[src/rtl/leds_controller.sv]
// Four-LED PWM driver with a linear soft fade on enable/disable; pattern and fade level change only at PWM period wraps.
// Optional LEDS_BLINK_EN adds ctrl_blink and a periodic all-off blink phase.
module leds_controller #(
`ifdef LEDS_BLINK_EN
    parameter int unsigned BLINK_PERIODS = 64,
`endif
    parameter int unsigned PWM_BITS   = 8,
    parameter int unsigned DUTY       = 128,
    parameter int unsigned RAMP_STEP  = 8,
    parameter bit          ACTIVE_LOW = 1'b1
) (
    input  logic       clk,
    input  logic       rst,
`ifdef LEDS_BLINK_EN
    input  logic       ctrl_blink,
`endif
    input  logic       ctrl_en,
    input  logic       ctrl_led0,
    input  logic       ctrl_led1,
    input  logic       ctrl_led2,
    input  logic       ctrl_led3,
    output logic [3:0] led_out,
    output logic       busy
);
    localparam logic [PWM_BITS:0] DUTY_L = DUTY[PWM_BITS:0];
    localparam logic [PWM_BITS:0] STEP_L = RAMP_STEP[PWM_BITS:0];
    localparam logic [3:0]        ALL_OFF = ACTIVE_LOW ? 4'hF : 4'h0;

    logic [PWM_BITS-1:0] cnt_q, cnt_d;
    logic [PWM_BITS:0]   level_q, level_d, target_d;
    logic [3:0]          shadow_q, shadow_d, lit_d, led_q, led_d;
    logic                busy_q, busy_d, wrap;

`ifdef LEDS_BLINK_EN
    localparam int BC_W = (BLINK_PERIODS > 1) ? $clog2(BLINK_PERIODS) : 1;
    logic [BC_W-1:0] bcnt_q, bcnt_d;
    logic            phase_q, phase_d, bsh_q, bsh_d;
`endif

    assign wrap = &cnt_q;

    always_comb begin
        cnt_d    = cnt_q + 1'b1;
        shadow_d = shadow_q;
        level_d  = level_q;
        busy_d   = busy_q;
        target_d = ctrl_en ? DUTY_L : '0;
        if (wrap) begin
            shadow_d = {ctrl_led3, ctrl_led2, ctrl_led1, ctrl_led0};
            // Saturating step toward target; differences compared first so nothing wraps.
            if (level_q < target_d)
                level_d = (target_d - level_q > STEP_L) ? level_q + STEP_L : target_d;
            else if (level_q > target_d)
                level_d = (level_q - target_d > STEP_L) ? level_q - STEP_L : target_d;
            busy_d = (level_d != target_d);
        end
        for (int i = 0; i < 4; i++)
            lit_d[i] = shadow_d[i] && ({1'b0, cnt_d} < level_d);
`ifdef LEDS_BLINK_EN
        bcnt_d  = bcnt_q;
        phase_d = phase_q;
        bsh_d   = bsh_q;
        if (wrap) begin
            bsh_d = ctrl_blink;
            if (bcnt_q == BC_W'(BLINK_PERIODS - 1)) begin
                bcnt_d  = '0;
                phase_d = ~phase_q;
            end else begin
                bcnt_d = bcnt_q + 1'b1;
            end
        end
        if (bsh_d && phase_d)
            lit_d = 4'h0;
`endif
        led_d = ACTIVE_LOW ? ~lit_d : lit_d;
    end

    always_ff @(posedge clk) begin
        if (!rst) begin
            cnt_q    <= '0;
            level_q  <= '0;
            shadow_q <= '0;
            busy_q   <= 1'b0;
            led_q    <= ALL_OFF;
`ifdef LEDS_BLINK_EN
            bcnt_q   <= '0;
            phase_q  <= 1'b0;
            bsh_q    <= 1'b0;
`endif
        end else begin
            cnt_q    <= cnt_d;
            level_q  <= level_d;
            shadow_q <= shadow_d;
            busy_q   <= busy_d;
            led_q    <= led_d;
`ifdef LEDS_BLINK_EN
            bcnt_q   <= bcnt_d;
            phase_q  <= phase_d;
            bsh_q    <= bsh_d;
`endif
        end
    end

    assign led_out = led_q;
    assign busy    = busy_q;
endmodule

[config.mk]
export PLATFORM = sky130hd
export DESIGN_NAME = leds_controller
export DESIGN_NICKNAME = d
export VERILOG_FILES = /design/src/rtl/leds_controller.sv
export SDC_FILE = /design/constraint.sdc
export NUM_CORES = 1
export LEC_CHECK = 0
export BUFFER_PORTS_ARGS = -buffer_cell sky130_fd_sc_hd__buf_2
export CORE_ASPECT_RATIO = 0.6
export CORE_MARGIN = 2
export CORE_UTILIZATION = 60
export DETAILED_ROUTE_END_ITERATION = 7
export HOLD_SLACK_MARGIN = 0.15
export PLACE_DENSITY = 0.88
export SYNTH_ARGS = -nofsm -noshare
export SYNTH_HDL_FRONTEND = slang
export SYNTH_SLANG_ARGS = --single-unit
[constraint.sdc]
create_clock -name clk -period 4.5 [get_ports clk]
set_input_delay 0.45 -clock clk [delete_from_list [all_inputs] [get_ports clk]]
set_output_delay 0.45 -clock clk [all_outputs]
set_load 0.02 [all_outputs]
==> results of run 1 <==
[critical path, cell delays in order (launching register included)]
cell and delay, ps:
dfxtp_1 510, inv_1 200, ha_1 320, or4b_4 270
nor3b_2 50, a211oi_2 350, o21ai_4 130, or3b_1 390
a21o_1 190, and2_1 140, ha_1 200, a21o_1 200
a21oi_1 190, o211ai_1 110, nand2_1 90, a21oi_1 50
a2bb2oi_2 220, nand2_1 70
[metrics by stage]
step / setup slack [ps] / cells / instance area (sq um) / hold slack, ps
floorplan: 1080 / 216 / 1770 / 440
global placement: 865 / 260 / 1840 / 450
detailed placement: 746 / 260 / 1840 / 456
CTS: 741 / 264 / 1910 / 428
global route: 443 / 264 / 1910 / 452
finish: 723 / 264 / 1910 / 432
[cells in the mapped netlist, types with 2 or more instances]
cell,count,share of area
and3_1,4,0.014
nand2_1,31,0.066
xor2_1,3,0.015
a41oi_1,2,0.0099
inv_1,8,0.017
nand3_1,8,0.023
buf_2,5,0.014
a211oi_2,2,0.014
a21o_1,3,0.013
ha_1,14,0.099
nor2b_1,4,0.014
nand4bb_1,2,0.013
a21oi_1,12,0.034
and2_1,11,0.039
or3b_1,2,0.0099
o21ai_1,5,0.014
nand2b_1,2,0.0071
o31a_1,2,0.0099
clkbuf_1,5,0.011
o21ai_0,5,0.014
o21ai_2,2,0.0099
nor2_1,16,0.034
a311o_1,2,0.011
xnor2_1,7,0.035
dfxtp_1,26,0.29
nor3_2,2,0.011
nor3_1,2,0.0057
nor4_1,2,0.0071
o211ai_1,3,0.013
[logic make-up (layout without fill, tap and decap cells)]
group / after synthesis / count (layout) / synth area share
flops: 26 / 26 / 0.294
compound gates: 50 / 50 / 0.208
buf+inv: 18 / 24 / 0.0417
fa+ha+maj: 14 / 14 / 0.0990
simple gates: 98 / 98 / 0.308
xor+xnor: 10 / 10 / 0.0495
[cell usage in the layout, fill, tap and decap left out, types with 2 or more instances in the layout]
cell type / count
nor3_1: 2
or3b_1: 2
and2_1: 11
nor2b_1: 4
xor2_1: 3
o31a_1: 2
nand4bb_1: 2
o21ai_2: 2
nor2_1: 16
a41oi_1: 2
buf_2: 11
xnor2_1: 7
dfxtp_1: 26
nand2_1: 31
a21o_1: 3
o21ai_0: 5
a311o_1: 2
nand2b_1: 2
o211ai_1: 3
nor4_1: 2
a211oi_2: 2
o21ai_1: 5
ha_1: 14
nor3_2: 2
inv_1: 8
and3_1: 4
a21oi_1: 12
nand3_1: 8
clkbuf_8: 3
[cell type report]
cell class                 instances  area [sq um]  share of cell area
clock buffer                       3          41.3              0.0216
multi-input combinational        172          1170               0.615
timing repair buffer              12          62.6              0.0327
clock inverter                     1          30.0              0.0157
tap                               42          52.6              0.0275
sequential                        26           520               0.272
inverter                           8          30.0              0.0157
[routing by layer]
metal,GRT usage,wire length (um),up-vias,share of wire
met4,0.0109,0,0,0
li1,-,-,775,-
met2,0.346,1530,55,0.41
met3,0.0635,306,0,0.082
met5,0,0,-,0
met1,0.364,1910,711,0.51
[sequential cells by signal, indices dropped and copies added, names as in the netlist]
| signal | count |
|---|---|
| busy | 1 |
| cnt_q | 8 |
| led_out | 4 |
| level_q | 9 |
| shadow_q | 4 |
[worst max-delay path by stage]
| stage | endpoint | slack [ps] | cells past startpoint |
|---|---|---|---|
| 4_1_cts | led_out[0]$_SDFF_PN1_ | 740 | 17 |
| 5_1_grt | led_out[1]$_SDFF_PN1_ | 440 | 17 |
| 2_1_floorplan | led_out[0]$_SDFF_PN1_ | 1080 | 18 |
| 3_3_place_gp | led_out[3]$_SDFF_PN1_ | 860 | 17 |
| 3_5_place_dp | led_out[0]$_SDFF_PN1_ | 750 | 17 |
| 6_report | led_out[0]$_SDFF_PN1_ | 720 | 17 |
[power groups by stage]
stage / Sequential [uW] / Combinational (uW) / Clock (uW)
6_report: 236 / 61.0 / 189
2_1_floorplan: 242 / 44.9 / 0
5_1_grt: 236 / 67.4 / 200
4_1_cts: 236 / 60.3 / 193
3_5_place_dp: 241 / 59.5 / 0
3_3_place_gp: 241 / 58.4 / 0
==> reports/results.tsv, run 1 <==
metric	value	unit
status	finished clean	
seq_power_share	0.486	
grt_pass1_wl	6110	um
cts_buffers	3	
r2r_slack	720	ps
drt_iter0_drc	128	
finalClockSkew	4.69	ps
netSwitchingFraction	0.220	
power_frac_clock	0.389	
clkSlewWorstSetupHoldPaths	90	ps
syn-cell-area	1770	sq um
ant_nets	0	
ys_types	53	
final_util	0.675	
power_frac_comb	0.126	
p_int	379	uW
ctsResizeCount	0	
ys_warn_count	0	
hold_viol	0	
fp.dieW	74.1	um
antenna_found_initial	0	
routed_wl	3750	um
cts_tree	built	
timing.final.crit_share	0.839	
post-cts-setup-buffers	0	
p_sw	107	uW
power.total	486	uW
dp_hpwl	2920	um
syn_avg_cell_area	8.19	sq um
globalRouteOverflowTotal	0	
cp_max_fo	10	
r2r_start	level_q[3]$_SDFF_PN0_	
clk_latency	270	ps
htreeDepth	1	
min_path_cells	3	
period_needed	3780	ps
antenna_cells	0	
cts_buffer_depth	2	
dr.pass1.iters	4	
tns	0	ps
gp_congestion	0.969	
coreArea	2830	sq um
finalSetupViolations	0	
io_buffers	11	
hp-class	in -> reg	
ys_seq_area_frac	0.294	
worst_pin_slew	471	ps
nNetsFinal	244	
timing.rr.end	led_out[0]$_SDFF_PN1_	
rows	15	
area_growth	8.06	%
wl_per_cell	14.2	um
final_max_slew_viol_count	0	
rsz0062_at_grt	false	
grt_start_max_net_pins	16	
vias_per_cell	5.84	
setup.worst_path.class	reg -> reg	
crit_path_start	level_q[3]$_SDFF_PN0_	
dieArea	3410	sq um
num_vias	1541	
cp-start-kind	register	
ys_ff_latch	26	
synth_nets	237	
fillers	231	
leakagePower	0.000743	uW
ys.flop_type	dfxtp_1	
holdCritStartpoint	ctrl_led0	
peakVddDrop	284	uV
r2r_cells	17	
track_usage	0.237	
required	4660	ps
synth-edff-count	0	
async_flop_share	0	
cts_hold_buf	0	
hold_end	shadow_q[0]$_SDFF_PN0_	
ctsRootBufferMaster	clkbuf_8	
syn_inst	216	
io_pins	12	
powerDensity	254	nW/um^2
drive_gt1_frac	0.135	
fmax	265	MHz
first_global_vias	1295	
relSlewSlack	0.686	
fp.dieH	46.1	um
maxCapViolations	0	
cp_data_arrival_time	3940	ps
end_kind	register	
cts.sinks	26	
start_util	0.624	
drc	0	
(Power assumes the default switching activity.)
==> run 2, diff against run 1 <==
clock period = 3.5 ns   (was 4.5 ns; I/O delays follow)
==> run 2 against run 1 <==
Effect of this change: combinational power rose by 43%; sequential power increased by 28%; design area up 6.3%; sequential share of layout area is 1.5 points lower; utilization increased by 4.2 points; via count grew 6.4%; worst hold slack worse by 85 ps; register-to-register slack got worse by 650 ps; global-route usage increased by 2.8 points; clock-buffer cell count rose by 1; largest cell class unchanged.
==> reports/results.tsv, run 2 (synthesis gave the netlist of run 1 again) <==
metric	value	unit
status	finished clean	
rows	15	
globalRouteOverflowTotal	0	
fp.dieW	74.1	um
gp_congestion	0.997	
crit_buf_inv	2	
cts.sinks	26	
track_usage	0.265	
start_util	0.624	
p_int	438	uW
antenna_cells	0	
final_max_slew_viol_count	0	
regMostFlops	level_q	
first_global_vias	1360	
period_needed	3430	ps
clk_latency	260	ps
worst_pin_slew	455	ps
area_growth	14.9	%
fmax	291	MHz
io_buffers	11	
antenna_found_initial	0	
ant_nets	0	
final_cell_mix	nand2_1, dfxtp_1, nor2_1, ha_1	
wl_per_cell	16.6	um
netSwitchingFraction	0.237	
power_frac_clock	0.321	
nNetsFinal	253	
num_vias	1639	
powerDensity	283	nW/um^2
largest_reg_flops	9	
tns	0	ps
required	3650	ps
vias_per_cell	6.00	
coreArea	2830	sq um
detailed_place.area	1910	sq um
drive_gt1_frac	0.195	
setup_ws	69.1	ps
hold_viol	0	
top_regs	level_q: 9 flops, cnt_q: 8 flops	
seq_power_share	0.527	
leakagePower	0.000790	uW
cp_slowest_cell	or3b_1	
relSlewSlack	0.696	
power_frac_comb	0.152	
setup.worst_path.class	reg -> reg	
area.sequential	522	sq um
cts_buffer_depth	2	
end_kind	register	
place_ws	-9.08	ps
dp_hpwl	3210	um
finalSetupViolations	0	
cp_data_arrival_time	3580	ps
io_pins	12	
power.total	574	uW
cts_tree	built	
cp_max_fo	5	
hp-class	in -> reg	
clkSlewWorstSetupHoldPaths	80	ps
ctsRootBufferMaster	clkbuf_8	
grt_start_max_net_pins	15	
maxCapViolations	0	
multi_input_area	1240	sq um
crit_path_max_incr_delay	390	ps
peakVddDrop	276	uV
final_area	2030	sq um
timing.final.crit_share	0.980	
dr.pass1.iters	5	
drt_iter0_drc	203	
finalClockSkew	2.73	ps
cts_hold_buf	0	
path_delay_family	compound AO/OA/AOI/OAI gates	
fillers	220	
fp.dieH	46.1	um
cp-start-kind	register	
routed_wl	4540	um
cts_buffers	3	
crit_chain	inv_1, ha_1, buf_4, nor2b_1, o211ai_1, nand4bb_4, o21ai_4, or3b_1, a21o_1, and2_1, ha_1, a21o_1, a21oi_2, o211ai_1, nand2_1, a21oi_1, a2bb2oi_2, nand2_1	
grt_pass1_wl	6770	um
p_sw	136	uW
dieArea	3410	sq um
final_common_cell	nand2_1	
htreeDepth	1	
final_util	0.717	
drc	0	
==> run 2: stage by stage <==
step,std cells,hold slack (ps)
floorplan,216,440
global route,273,343
CTS,273,342
detailed placement,269,452
finish,273,347
global placement,269,458
==> run 2: layer usage <==
layer  vias up  share of wire  global-route usage
met1       732           0.45               0.403
met2       107           0.43               0.382
met5         -              0                   0
met3         4           0.11              0.0788
li1        796              -                   -
met4         0         0.0053              0.0218
==> run 2: final cells by class <==
cell class                 instances  area share
multi-input combinational        172       0.611
sequential                        26       0.257
timing repair buffer              21      0.0640
clock buffer                       4      0.0271
tap                               42      0.0259
inverter                           8      0.0148
==> run 2: worst paths after layout <==
check | slack [ps] | cells after the start | from | end
worst max-delay path | 70 | 18 | level_q[7]$_SDFF_PN0_ | led_out[0]$_SDFF_PN1_
worst min register to register | 460 | 2 | shadow_q[3]$_SDFF_PN0_ | shadow_q[3]$_SDFF_PN0_
worst max register to register | 70 | 18 | level_q[7]$_SDFF_PN0_ | led_out[0]$_SDFF_PN1_
worst min-delay path | 350 | 3 | ctrl_led3 | shadow_q[3]$_SDFF_PN0_
==> run 2: what timing repair did <==
| item | in CTS | in global routing |
|---|---|---|
| buffers inserted | 0 | 0 |
| endpoints found under the hold margin | 0 | 0 |
| resized for setup | 0 | 11 |
| endpoints found under the setup margin | 0 | 4 |
==> run 2: worst reg2reg max path: stages, from the launching register on <==
cell and delay, ps:
dfxtp_2 340, inv_1 60, ha_1 290, buf_4 160
nor2b_1 120, o211ai_1 270, nand4bb_4 230, o21ai_4 60
or3b_1 390, a21o_1 190, and2_1 140, ha_1 190
a21o_1 190, a21oi_2 160, o211ai_1 100, nand2_1 80
a21oi_1 50, a2bb2oi_2 220, nand2_1 80
==> run 2: power groups by stage <==
stage | logic [uW] | registers, uW | clock network, uW
floorplan | 57.8 | 311 | 0
global placement | 77.6 | 309 | 0
finish | 87.3 | 303 | 185
CTS | 81.3 | 303 | 191
global route | 95.3 | 304 | 204
detailed placement | 80.0 | 310 | 0
==> run 3, diff against run 2 <==
REMOVE_ABC_BUFFERS = 1   (was not set)
==> run 3 against run 2 <==
Effect of this change: combinational power rose by 2.4%; die area did not move; sequential share of layout area fell by 0.54 points; register-to-register slack improved by 70 ps; via count rose by 2.4%; sequential cell count did not move; design area rose by 2.2%; non-clock buffer count rose by 2; final cell count rose by 0.73%; maximum frequency rose by 2.0%; clock skew barely moved; critical endpoint is now led_out[1]$_SDFF_PN1_; largest power group unchanged.
==> reports/results.tsv, run 3 (synthesis gave the netlist of run 1 again) <==
metric	value	unit
status	finished clean	
setup.worst_path.class	reg -> reg	
cp_data_arrival_time	3520	ps
powerDensity	281	nW/um^2
crit_chain	inv_2, ha_4, buf_4, nor2b_1, o211ai_1, nand4bb_4, o21ai_4, or3b_1, a21o_1, and2_1, ha_1, a21o_1, a21oi_2, o211ai_1, nand2_1, a21oi_1, a2bb2oi_2, nand2_1	
cts_hold_buf	0	
clk_latency	270	ps
cts_tree	built	
setup_ws	136	ps
dp_hpwl	3320	um
hold_viol	0	
end_kind	register	
top_regs	level_q: 9 flops, cnt_q: 8 flops	
cp_slowest_cell	or3b_1	
start_util	0.624	
timing.final.crit_share	0.961	
nNetsFinal	255	
cp_max_fo	5	
dieArea	3410	sq um
detailed_place.area	1920	sq um
netSwitchingFraction	0.246	
worst_pin_slew	362	ps
cp-start-kind	register	
r2r_slack	140	ps
fp.dieH	46.1	um
leakagePower	0.000804	uW
cts.sinks	26	
p_int	439	uW
antenna_cells	0	
p_sw	144	uW
fmax	297	MHz
drt_iter0_drc	230	
final_common_cell	nand2_1	
area_growth	17.3	%
coreArea	2830	sq um
first_global_vias	1416	
final_util	0.732	
power_frac_comb	0.153	
maxCapViolations	0	
vias_per_cell	6.11	
htreeDepth	1	
peakVddDrop	239	uV
hp-class	in -> reg	
rows	15	
grt_pass1_wl	6850	um
tns	0	ps
wl_per_cell	17.1	um
ant_nets	0	
io_pins	12	
globalRouteOverflowTotal	0	
finalClockSkew	2.43	ps
grt_start_max_net_pins	15	
final_area	2080	sq um
largest_reg_flops	9	
place_ws	-59.8	ps
required	3660	ps
fp.dieW	74.1	um
cts_buffers	3	
gp_congestion	1.01	
routed_wl	4700	um
power_frac_clock	0.327	
drc	0	
clkSlewWorstSetupHoldPaths	80	ps
ctsRootBufferMaster	clkbuf_8	
crit_path_max_incr_delay	370	ps
cts_buffer_depth	2	
regMostFlops	level_q	
io_buffers	11	
drive_gt1_frac	0.219	
relSlewSlack	0.753	
final_cell_mix	nand2_1, dfxtp_1, nor2_1	
antenna_found_initial	0	
period_needed	3360	ps
track_usage	0.271	
num_vias	1679	
seq_power_share	0.520	
dr.pass1.iters	5	
final_max_slew_viol_count	0	
finalSetupViolations	0	
run 3: cell count changes in the layout (fill, tap and decap cells not counted):
cell / change
inv_1: -2
ha_1: -2
buf_6: +1
inv_2: +2
ha_4: +2
buf_4: +1
run 3: critical path: cells and delay by family, from the launching register on:
| family | cells | cell delay [ps] |
|---|---|---|
| and+or+nand+nor | 6 | 1030 |
| buffers and inverters | 2 | 240 |
| adders and majority gates | 2 | 400 |
| AOI/OAI and AO/OA | 8 | 1250 |
| DFF | 1 | 340 |
run 3: what timing repair did:
item | CTS | global route
buffers inserted | 0 | 1
resized for setup | 0 | 16
endpoints found under the setup margin | 0 | 4
run 3: power groups by stage:
stage                     clock, uW  combinational (uW)  sequential, uW
after floorplan                   0                56.2             311
after global placement            0                79.2             309
after detailed placement          0                80.7             310
after CTS                       191                81.2             303
after global routing            204                95.3             304
final                           190                89.4             303
run 3: path summary, 6_finish.rpt:
check,cells past startpoint,startpoint,end
setup / recovery,18,level_q[7]$_SDFF_PN0_,led_out[1]$_SDFF_PN1_
hold / removal,3,ctrl_led1,shadow_q[1]$_SDFF_PN0_
setup reg to reg,18,level_q[7]$_SDFF_PN0_,led_out[1]$_SDFF_PN1_
hold reg to reg,2,shadow_q[1]$_SDFF_PN0_,shadow_q[1]$_SDFF_PN0_
run 3: routing by layer:
metal / track usage / routed length (um) / vias to the layer above
met5: 0 / 0 / -
met2: 0.398 / 1980 / 101
li1: - / - / 802
met4: 0.0436 / 69 / 0
met3: 0.0766 / 484 / 12
met1: 0.400 / 2170 / 764
run 3: area by class of cell:
| cell class | instances | area [sq um] |
|---|---|---|
| Sequential cell | 26 | 522 |
| Inverter | 8 | 30.0 |
| Fill cell | 195 | 758 |
| Clock buffer | 4 | 55.1 |
| Tap cell | 42 | 52.6 |
| Multi-Input combinational cell | 172 | 1270 |
| Timing Repair Buffer | 23 | 149 |
run 3: metrics by stage:
step	total power, uW	hold WS, ps	std cells
finish	583	332	275
global placement	389	456	270
global route	603	345	275
CTS	575	336	274
detailed placement	391	455	270
floorplan	367	440	206
